[config.mk]
export PLATFORM = sky130hd
export DESIGN_NAME = hex_rotation_monitor
export DESIGN_NICKNAME = d
export VERILOG_FILES = /design/src/rtl/hex_disp_pkg.sv /design/src/rtl/seg7_glyph_decode.sv /design/src/rtl/hex_rotation_monitor.sv
export SDC_FILE = /design/constraint.sdc
export NUM_CORES = 1
export LEC_CHECK = 0
export ABC_AREA = 1
export CAP_MARGIN = 20
export CORE_MARGIN = 3
export CORE_UTILIZATION = 40
export CTS_BUF_LIST = sky130_fd_sc_hd__clkbuf_4 sky130_fd_sc_hd__clkbuf_8
export DETAILED_ROUTE_END_ITERATION = 10
export GPL_TIMING_DRIVEN = 0
export HOLD_SLACK_MARGIN = 0.1
export SLEW_MARGIN = 20
export SYNTH_ARGS = -nofsm -noshare
export SYNTH_HDL_FRONTEND = slang
export SYNTH_SLANG_ARGS = --single-unit
[constraint.sdc]
create_clock -name clk -period 2.6 [get_ports clk]
set_input_delay 0.26 -clock clk [delete_from_list [all_inputs] [get_ports clk]]
set_output_delay 0.26 -clock clk [all_outputs]
set_load 0.05 [all_outputs]
[src/rtl/hex_disp_pkg.sv]
// Shared definitions for the "dE10" seven-segment display path: glyph patterns,
// glyph codes and the monitor state encoding.
package hex_disp_pkg;

   // Active-low segment patterns {g,f,e,d,c,b,a}
   localparam logic [6:0] GLYPH_D = 7'b0100001;
   localparam logic [6:0] GLYPH_E = 7'b0000110;
   localparam logic [6:0] GLYPH_1 = 7'b1111001;
   localparam logic [6:0] GLYPH_0 = 7'b1000000;

   localparam logic [1:0] CODE_D = 2'd0;
   localparam logic [1:0] CODE_E = 2'd1;
   localparam logic [1:0] CODE_1 = 2'd2;
   localparam logic [1:0] CODE_0 = 2'd3;

   typedef enum logic [1:0] {
      ST_SEARCH = 2'd0,
      ST_LOCKED = 2'd1,
      ST_ERROR  = 2'd2
   } mon_state_e;

endpackage

[src/rtl/seg7_glyph_decode.sv]
// Combinational decode of one active-low seven-segment pattern into a glyph code.
module seg7_glyph_decode
   import hex_disp_pkg::*;
(
   input  logic [6:0] pattern,
   output logic       valid,
   output logic [1:0] code
);

   // Pattern lookup; anything outside the four glyphs is invalid
   always_comb begin
      valid = 1'b0;
      code  = 2'd0;
      case (pattern)
         GLYPH_D: begin valid = 1'b1; code = CODE_D; end
         GLYPH_E: begin valid = 1'b1; code = CODE_E; end
         GLYPH_1: begin valid = 1'b1; code = CODE_1; end
         GLYPH_0: begin valid = 1'b1; code = CODE_0; end
         default: begin valid = 1'b0; code = 2'd0; end
      endcase
   end

endmodule

[src/rtl/hex_rotation_monitor.sv]
// Receive-side checker for the rotating "dE10" message on HEX3..HEX0: solves the
// rotation offset, locks onto the advancing sequence and keeps good/bad statistics.
module hex_rotation_monitor
   import hex_disp_pkg::*;
#(
   parameter int LOCK_FRAMES = 4,
   parameter int CNT_W       = 16
) (
   input  logic             clk,
   input  logic             rst_n,
   input  logic             sample_en,
   input  logic [6:0]       hex0,
   input  logic [6:0]       hex1,
   input  logic [6:0]       hex2,
   input  logic [6:0]       hex3,
   input  logic             clear_err,
   output logic             frame_ok,
   output logic [1:0]       offset,
   output logic             locked,
   output logic             err,
   output logic [CNT_W-1:0] good_cnt,
   output logic [CNT_W-1:0] bad_cnt
);

   localparam logic [3:0] LOCK_RUN = 4'(LOCK_FRAMES);

   function automatic logic [CNT_W-1:0] sat_inc(input logic [CNT_W-1:0] v);
      if (&v) begin
         return v;
      end else begin
         return v + CNT_W'(1);
      end
   endfunction

   logic [6:0]       hex_s [4];
   logic [3:0]       valid_s;
   logic [1:0]       code_s [4];
   logic [1:0]       k_s, exp1_s, exp2_s, exp3_s;
   logic             legal_s, succ_s, in_seq_s;

   mon_state_e       state_r, state_nxt_s;
   logic [3:0]       run_r, run_nxt_s;
   logic             frame_ok_r, frame_ok_nxt_s;
   logic [1:0]       offset_r, offset_nxt_s;
   logic             locked_r, err_r, err_nxt_s;
   logic [CNT_W-1:0] good_r, good_nxt_s, bad_r, bad_nxt_s;

   assign hex_s[0] = hex0;
   assign hex_s[1] = hex1;
   assign hex_s[2] = hex2;
   assign hex_s[3] = hex3;

   for (genvar gi = 0; gi < 4; gi++) begin : g_dec
      seg7_glyph_decode u_dec (
         .pattern (hex_s[gi]),
         .valid   (valid_s[gi]),
         .code    (code_s[gi])
      );
   end

   // Offset solver: hex0 fixes k, the other three digits must agree (mod-4 arithmetic)
   always_comb begin
      k_s      = CODE_0 - code_s[0];
      exp1_s   = CODE_1 - k_s;
      exp2_s   = CODE_E - k_s;
      exp3_s   = CODE_D - k_s;
      legal_s  = (&valid_s) && (code_s[1] == exp1_s) && (code_s[2] == exp2_s)
                 && (code_s[3] == exp3_s);
      succ_s   = (k_s == (offset_r + 2'd1));
      in_seq_s = legal_s && succ_s;
   end

   // Next-state, run and statistics logic; clear_err takes priority over a strobe
   always_comb begin
      state_nxt_s    = state_r;
      run_nxt_s      = run_r;
      frame_ok_nxt_s = frame_ok_r;
      offset_nxt_s   = offset_r;
      err_nxt_s      = err_r;
      good_nxt_s     = good_r;
      bad_nxt_s      = bad_r;
      if (clear_err) begin
         state_nxt_s = ST_SEARCH;
         run_nxt_s   = 4'd0;
         err_nxt_s   = 1'b0;
      end else if (sample_en) begin
         frame_ok_nxt_s = legal_s;
         if (legal_s) begin
            offset_nxt_s = k_s;
         end else begin
            offset_nxt_s = offset_r;
         end
         case (state_r)
            ST_SEARCH: begin
               if (!legal_s) begin
                  run_nxt_s = 4'd0;
                  bad_nxt_s = sat_inc(bad_r);
               end else if ((run_r == 4'd0) || !succ_s) begin
                  run_nxt_s = 4'd1;
               end else begin
                  run_nxt_s = run_r + 4'd1;
               end
               if (run_nxt_s == LOCK_RUN) begin
                  state_nxt_s = ST_LOCKED;
               end else begin
                  state_nxt_s = ST_SEARCH;
               end
            end
            ST_LOCKED: begin
               if (in_seq_s) begin
                  good_nxt_s = sat_inc(good_r);
               end else begin
                  bad_nxt_s   = sat_inc(bad_r);
                  err_nxt_s   = 1'b1;
                  state_nxt_s = ST_ERROR;
               end
            end
            ST_ERROR: begin
               if (in_seq_s) begin
                  bad_nxt_s = bad_r;
               end else begin
                  bad_nxt_s = sat_inc(bad_r);
               end
            end
            default: begin
               state_nxt_s = ST_SEARCH;
               run_nxt_s   = 4'd0;
            end
         endcase
      end else begin
         state_nxt_s = state_r;
      end
   end

   // State and output registers with synchronous active-low reset
   always_ff @(posedge clk) begin
      if (!rst_n) begin
         state_r    <= ST_SEARCH;
         run_r      <= 4'd0;
         frame_ok_r <= 1'b0;
         offset_r   <= 2'd0;
         locked_r   <= 1'b0;
         err_r      <= 1'b0;
         good_r     <= '0;
         bad_r      <= '0;
      end else begin
         state_r    <= state_nxt_s;
         run_r      <= run_nxt_s;
         frame_ok_r <= frame_ok_nxt_s;
         offset_r   <= offset_nxt_s;
         locked_r   <= (state_nxt_s == ST_LOCKED);
         err_r      <= err_nxt_s;
         good_r     <= good_nxt_s;
         bad_r      <= bad_nxt_s;
      end
   end

   assign frame_ok = frame_ok_r;
   assign offset   = offset_r;
   assign locked   = locked_r;
   assign err      = err_r;
   assign good_cnt = good_r;
   assign bad_cnt  = bad_r;

endmodule

# Word level (Yosys, flattened, before mapping)

Cells that the tools add are included.

Register bits: 43
Output and inout port bits: 37
Logic and storage cells: 94

Add/sub/neg operators: 8
Equal/unequal tests: 26
Mux-type cells: 23
Bitwise logic cells: 5
Reductions and logical operators: 24

Operators with widths:

| cell                  | count |
|---|---|
| $eq 7x7->1 const B    | 8 |
| $mux 16               | 3 |
| $add 16x1->16 const B | 2 |
| $pmux 16 s2           | 1 |
| $reduce_and 16->1     | 2 |
| $pmux 2 s3            | 5 |
| $eq 7x3->1 const B    | 4 |
| $eq 7x6->1 const B    | 4 |
| $mux 4                | 5 |
| $reduce_or 4->1       | 4 |
| $reduce_and 5->1      | 2 |
| $eq 2x2->1            | 4 |
| $pmux 4 s2            | 1 |
| $mux 2                | 3 |
| $reduce_and 3->1      | 2 |
| $mux 1                | 5 |
| $not 1->1             | 5 |
| $add 4x1->4 const B   | 1 |
| $eq 2x1->1 const B    | 2 |
| $eq 4x3->1 const B    | 1 |
| $logic_and 1x1->1     | 4 |
| $logic_not 4->1       | 1 |
| $ne 2x2->1 const B    | 2 |
| $reduce_and 2->1      | 2 |
| 10 further kinds      | 13 |

# Longest topological paths before layout

Gate-level depths: netlist (run 1).

Word-level depth: 18
Depth in mapped cells: 18
Gate-level depth less buffers: 18

# Cells and area by module

Synthesis (run 1) repeated with hierarchy kept, for this count alone.

Cells, all modules: 558
Area total of the unflattened synthesis: 3,400.8 um2

Modules (own cells, without submodules):

| module                                 | instances | cells each | area each (um2) | sequential area each (um2) |
|---|---|---|---|---|
| hex_rotation_monitor                   | 1         | 438        | 2,897.8         | 860.8 |
| seg7_glyph_decode (g_dec[0].u_dec ...) | 2         | 30         | 127.6           | 0.0 |
| seg7_glyph_decode (g_dec[2].u_dec ...) | 2         | 30         | 123.9           | 0.0 |

# Worst setup path after synthesis (run 1)

No wires, ideal clock.

Path kind: flip-flop to flip-flop
Start point: register bad_r[0], in the netlist bad_cnt[0]
End point: register bad_r[1], in the netlist bad_cnt[1]
Arrival: 2.150 ns
Required time: 2.484 ns
Slack: 0.334 ns
Stages on the path, launching flop included: 14
Buffers on the path: 1
Cells stage by stage: dfxtp_1 ha_1 nand2_1 inv_1 nand3_1 nor4_1 a21oi_1 nand2_1 inv_1 nand2_4 inv_4 buf_8 nor2_1 nor2_1

Longest elaborated chain between the ends: 4
Elaborated cells on any way between the ends: 6

Ends and longest elaborated chain:

| element                                                   | RTL line                                                | text |
|---|---|---|
| from (decl)                                               | hex_rotation_monitor.sv:46                              | `logic [CNT_W-1:0] good_r, good_nxt_s, bad_r, bad_nxt_s;` |
| from (signal assigned)                                    | hex_rotation_monitor.sv:154                             | `bad_r <= bad_nxt_s;` |
| $add 16x1->16 / $reduce_and 16->1 (equally long branches) | hex_rotation_monitor.sv:31, hex_rotation_monitor.sv:28  |  |
| $mux 16 (*)                                               | hex_rotation_monitor.sv:28                              | `if (&v) begin` |
| $mux 16 (on tied branches)                                | hex_rotation_monitor.sv:110, hex_rotation_monitor.sv:95 |  |
| $pmux 16 s2 (*)                                           | hex_rotation_monitor.sv:93                              | `case (state_r)` |

Every way passes the cells marked *; elsewhere a longest branch is shown, timed or not. The select of a mux whose other input is x is not followed.
A chain may end at the register's enable or synchronous reset.

# Final worst setup path (run 1)

Start point: input sample_en
End point: register good_r[3], in the netlist good_cnt[3]

Longest elaborated chain between the ends: 1

Ends and longest elaborated chain:

| element                    | RTL line                    | text |
|---|---|---|
| from (decl)                | hex_rotation_monitor.sv:11  | `input logic sample_en,` |
| $reduce_and 5->1 (no line) | --                          |  |
| to (signal assigned)       | hex_rotation_monitor.sv:153 | `good_r <= good_nxt_s;` |
| to (decl)                  | hex_rotation_monitor.sv:46  |  |

No other way between the ends.

==> results of run 1 <==
==> registers in the layout, indices dropped and copies added (netlist names) <==
| signal | count |
|---|---|
| bad_cnt | 16 |
| err | 1 |
| state_r | 2 |
| locked | 1 |
| offset | 2 |
| good_cnt | 16 |
| run_r | 4 |
| frame_ok | 1 |
==> cells by family after synthesis <==
kind of cell,Yosys count
XOR/XNOR,26
AND/OR/NAND/NOR,313
AO/OA/AOI/OAI,55
adder cells (fa/ha/maj),8
flip-flops,43
buffers and inverters,84
==> power by group <==
part	switching, uW	internal (uW)
Combinational	114	82.7
Sequential	5.43	663
Clock	243	286
Total	362	1030
==> worst max-delay path: cells and delay by family <==
kind	cells	cell delay [ps]
buffers and inverters	4	1040
and+or+nand+nor	3	660
AOI/OAI and AO/OA	3	510
==> cell usage in the layout, fill, tap and decap left out, types with 2 or more instances in the layout <==
master / netlist / layout
nand2_1: 117 / 117
nor2_1: 92 / 92
inv_1: 71 / 71
clkdlybuf4s50_1: 0 / 68
dfxtp_1: 43 / 43
nand3_1: 29 / 29
a21oi_1: 25 / 25
xor2_1: 20 / 20
nand2_2: 17 / 17
nand4_1: 16 / 16
nor3_1: 15 / 15
a21oi_2: 9 / 9
o21ai_0: 8 / 8
ha_1: 8 / 8
nand3_2: 6 / 6
nor2_2: 6 / 6
inv_2: 5 / 5
xnor2_1: 5 / 5
clkbuf_8: 0 / 5
o21ai_1: 4 / 4
nor4_1: 4 / 4
nor2_4: 3 / 3
nand3b_1: 3 / 3
clkbuf_1: 3 / 3
a211oi_1: 3 / 3
o21ai_2: 2 / 2
nand3_4: 2 / 2
clkinv_2: 1 / 2
==> area by class of cell <==
type	count	area (um^2)
clock inverters	3	43.8
plain buffers	5	33.8
well taps	102	128
multi-input cells	402	2130
flip-flops and latches	43	861
repair buffers	68	681
fillers	818	3640
inverters	79	300
clock buffers	5	68.8
==> per-layer routing <==
metal	global-route usage, %	up-vias	wire (um)	share of wire [%]
li1	-	1833	-	-
met1	25.1	1498	4290	51
met2	28.9	71	3650	43
met3	3.52	10	411	4.9
met4	4.26	0	87	1.0
met5	0	-	0	0
==> stage by stage <==
stage	hold WS, ps	cell area [um^2]	setup WS (ps)
2_1_floorplan	398	3330	334
3_3_place_gp	448	4140	24.3
3_5_place_dp	444	4140	28.3
4_1_cts	463	4250	349
5_1_grt	506	4250	130
6_report	459	4250	325
==> final timing paths <==
check,from,end,slack [ps],cells past startpoint
worst max-delay path,sample_en,good_cnt[3]$_SDFFE_PN0P_,330,10
worst min-delay path,err$_SDFFE_PP0P_,err$_SDFFE_PP0P_,460,2
worst max register to register,good_cnt[0]$_SDFFE_PN0P_,good_cnt[2]$_SDFFE_PN0P_,400,9
worst min register to register,err$_SDFFE_PP0P_,err$_SDFFE_PP0P_,460,2
==> flow_summary.ini, run 1 <==
[worst_setup_path]
worstPathArrival_ps = 2470
end_kind = flop
cp_slowest_cell = clkdlybuf4s50_1
crit_top_cell = inv_1
critPathKind = in -> reg
startpoint_type = primary input
crit_chain = clkdlybuf4s50_1 > inv_1 > nor2_2 > inv_1 > a41oi_1 > nand3_2 > clkinv_2 > nand2_1 > o21ai_1 > a21oi_1
critPathRequiredTime_ps = 2800
crit_fanout = 9
cpPeakStageDelay_ps = 540

[route]
wirelength_um = 8440
via_per_inst = 4.83
dr_total_vias = 3412
dr.pass1.iters = 4
drt_iter0_drc = 99
antenna_left = 0
wire_per_inst_um = 11.9
drc = 0

[global_route]
grt_usage_pct = 18.1
grt_pass1_wl_um = 14700
grt_antenna_before_repair = 0
grt_remaining_overflow = 0
grt_max_degree = 15
grt_pass1_vias = 3327

[synth]
yosysTopAreaCellShare_pct = 25.9
synth_area_leaders = dfxtp_1 (26%), nand2_1 (13%), nor2_1 (10%)
async_reset_ff_share_pct = 0
syn_inst = 529
synth.most_common_cell = nand2_1
ys.warnings.count = 0
synth_area_per_cell_um2 = 6.29
netlist_top_cells_count = nand2_1 (117), nor2_1 (92), inv_1 (71), dfxtp_1 (43), nand3_1 (29)
synth_seq_cells = 43
synth_compound_area_share_pct = 10.1
yosys.area_share.adder_pct = 3.01
synth_flop_cell = dfxtp_1
synth-edff-count = 0
syn-cell-area_um2 = 3330
synth_xor_area_share_pct = 7.07
syn_nets = 569
yosys.area_share.simple_pct = 43.9
synth_top_area_cell = dfxtp_1
synthDistinctLibCells = 38
synth_top_family_by_area = simple AND/OR/NAND/NOR gates
ys_seq_area_share_pct = 25.9
synth.area.mux_share_pct = 0

[cells_and_area]
final_cells = 707
num_antenna_cells = 0
fin_util_pct = 53.9
drive_gt1_share_pct = 11.1
syn_to_final_growth_pct = 27.7
num-nets-final = 644

[timing]
finalMaxSlewViolations = 0
worstMarginPinSlew_ps = 709
rsz0062_at_grt = false
timing.fmax_mhz = 440
skew_ps = 8.25
fin_tns_setup_ps = 0
fin_crit_ps = 2270
max-slew-margin-rel_pct = 52.8
finalCritPeriodShare_pct = 87.5
hold_violations = 0
setup_violations = 0

[cts]
cts.clk_slew.worst_paths_ps = 90
holdBufCountCts = 0
cts_buffers = 5
h-tree-depth = 2
clock_latency_ps = 300
post_cts_resized = 0
cts_buffer_depth = 2
cts_sinks = 43
cts_setup_buffers = 0
clock-root-buffer = clkbuf_8
cts_tree = done

[pwr]
leakage_uw = 0.00156
vdd.ir_drop.worst_mv = 0.219
p_per_area_nw_per_um2 = 328
totalPowerFinal_uw = 1390

[run]
drv_cap = 0

[floorplan]
dieArea_um2 = 9450
die_y_um = 97.2
die_x_um = 97.2
start_util_pct = 42.2
io_pins = 69
core_area_um2 = 7890
row_count = 32

[status]
status = complete, no violations

[placed_design]
portBuffers = 68
gp_congestion = 0.841
dp.cells = 699
dp_hpwl_um = 6780

[hold_path]
hold_class = reg -> reg
Power figures use the tool's default switching activity.
==> run 2: changes to the inputs <==
SKIP_CTS_REPAIR_TIMING = 1   (was unset)
==> results of run 2 <==
Same layout as run 1: the final DEF is identical, and so are final timing and power.
==> run 3: changes to the inputs <==
CORE_UTILIZATION = 29   (was 40)
==> run 3 against run 2 <==
Non-clock buffer count unchanged. Clock skew is 0.76 ps lower. Critical path depth increased by 4. Sequential power barely moved. Sequential share of layout area shrank 0.11 points. Worst hold slack improved by 3.9 ps. Combinational power hardly changed. Register-to-register slack worse by 30 ps. Sequential cell count is the same. First-iteration DRC count is 61% higher. Design area grew 0.56%. Highest routed layer unchanged. Critical endpoint is now good_cnt[11]$_SDFFE_PN0P_.
==> flow_summary.ini, run 3 (synthesized netlist as in run 1, its figures left out) <==
[cells_and_area]
final_cells = 745
regArea_um2 = 861
multi_input_area_um2 = 2130
num_antenna_cells = 0
syn_to_final_growth_pct = 28.4
num-nets-final = 644
final_common_cell = nand2_1
fillCellCount = 1147
mostFrequentLayoutCells = nand2_1 (117), nor2_1 (92), inv_1 (71)
drive_gt1_share_pct = 11.1

[timing]
hold_violations = 0
fin_crit_ps = 2270
rsz0062_at_grt = false
max-slew-margin-rel_pct = 50.8
setup_violations = 0
fin_tns_setup_ps = 0
timing.fmax_mhz = 440
worstMarginPinSlew_ps = 738
skew_ps = 7.49
finalMaxSlewViolations = 0
finalCritPeriodShare_pct = 87.4

[worst_setup_path]
critPathKind = in -> reg
critPathRequiredTime_ps = 2750
worstPathArrival_ps = 2420
startpoint_type = primary input
crit_fanout = 8
end_kind = flop

[placed_design]
portBuffers = 68
gp_congestion = 0.873
dp.cells = 737
dp_hpwl_um = 7000

[global_route]
grt_remaining_overflow = 0
grt_antenna_before_repair = 0
grt_max_degree = 13
grt_pass1_vias = 3227
grt_pass1_wl_um = 14500
grt_usage_pct = 13.3

[floorplan]
die_y_um = 113
io_pins = 69
row_count = 38
core_area_um2 = 11000
start_util_pct = 30.2
dieArea_um2 = 12800
die_x_um = 113

[cts]
cts.clk_slew.worst_paths_ps = 80
h-tree-depth = 2
cts_buffers = 5
clock-root-buffer = clkbuf_8
cts_tree = done
cts_buffer_depth = 2
clock_latency_ps = 290
cts_sinks = 43

[route]
wire_per_inst_um = 11.6
via_per_inst = 4.68
drt_iter0_drc = 159
dr_wl_met3_um = 333
dr.pass1.iters = 4
wl_met2_um = 4030
dr_total_vias = 3486
wirelength_um = 8630
met1Wirelength_um = 4190
drc = 0
highest_layer = met4
antenna_left = 0

[pwr]
totalPowerFinal_uw = 1310
vdd.ir_drop.worst_mv = 0.178
p_per_area_nw_per_um2 = 306
leakage_uw = 0.00155

[hold_path]
hold_class = reg -> reg

[run]
drv_cap = 0

[status]
status = complete, no violations
run 3: changes by cell type in the layout (fill, tap and decap cells not counted), sizes merged:
cell / delta
bufinv: -1
clkinv: -1
clkbuf: +2
run 3: metrics by stage:
stage          util, %  hold slack (ps)  setup WS (ps)  cell area [um^2]
2_1_floorplan        -              398            334              3330
3_3_place_gp      37.9              444           63.1              4180
3_5_place_dp      37.9              450           18.8              4180
4_1_cts           38.7              464            329              4270
5_1_grt           38.7              495           4.45              4270
6_report          38.7              463            327              4270
run 3: report_power, final:
| part | total, uW | switching, uW | internal [uW] |
|---|---|---|---|
| Combinational | 197 | 115 | 82.6 |
| Sequential | 668 | 5.04 | 663 |
| Clock | 440 | 231 | 210 |
| Total | 1310 | 350 | 955 |
run 3: metal layers:
| metal | GRT usage [%] | vias up |
|---|---|---|
| li1 | - | 1838 |
| met2 | 22.4 | 60 |
| met1 | 17.9 | 1581 |
| met3 | 2.30 | 7 |
| met5 | 0 | - |
| met4 | 3.13 | 0 |
run 3: critical path: stages:
cell and delay [ps]:
clkdlybuf4s50_1 510, inv_1 70, nor2_1 140, nand2_1 60, o21ai_0 100, nand2_1 80
nand2_1 120, nand3_1 90, a21oi_1 140, nand3_1 140, nor3_4 320, nand3_2 220
nand2_1 100, a21oi_1 60
run 3: final cells by class:
type | count | share of cell area [%]
multi-input cells | 402 | 49.9
flip-flops and latches | 43 | 20.1
repair buffers | 68 | 15.9
inverters | 79 | 7.03
well taps | 140 | 4.10
clock buffers | 7 | 1.96
plain buffers | 5 | 0.791
clock inverters | 1 | 0.117
run 3: path summary, 6_finish.rpt:
check | slack (ps) | end | depth (start not counted) | start
hold reg to reg | 460 | err$_SDFFE_PP0P_ | 2 | err$_SDFFE_PP0P_
setup / recovery | 330 | good_cnt[11]$_SDFFE_PN0P_ | 14 | hex2[2]
hold / removal | 460 | err$_SDFFE_PP0P_ | 2 | err$_SDFFE_PP0P_
setup reg to reg | 370 | bad_cnt[6]$_SDFFE_PN0P_ | 12 | bad_cnt[0]$_SDFFE_PN0P_
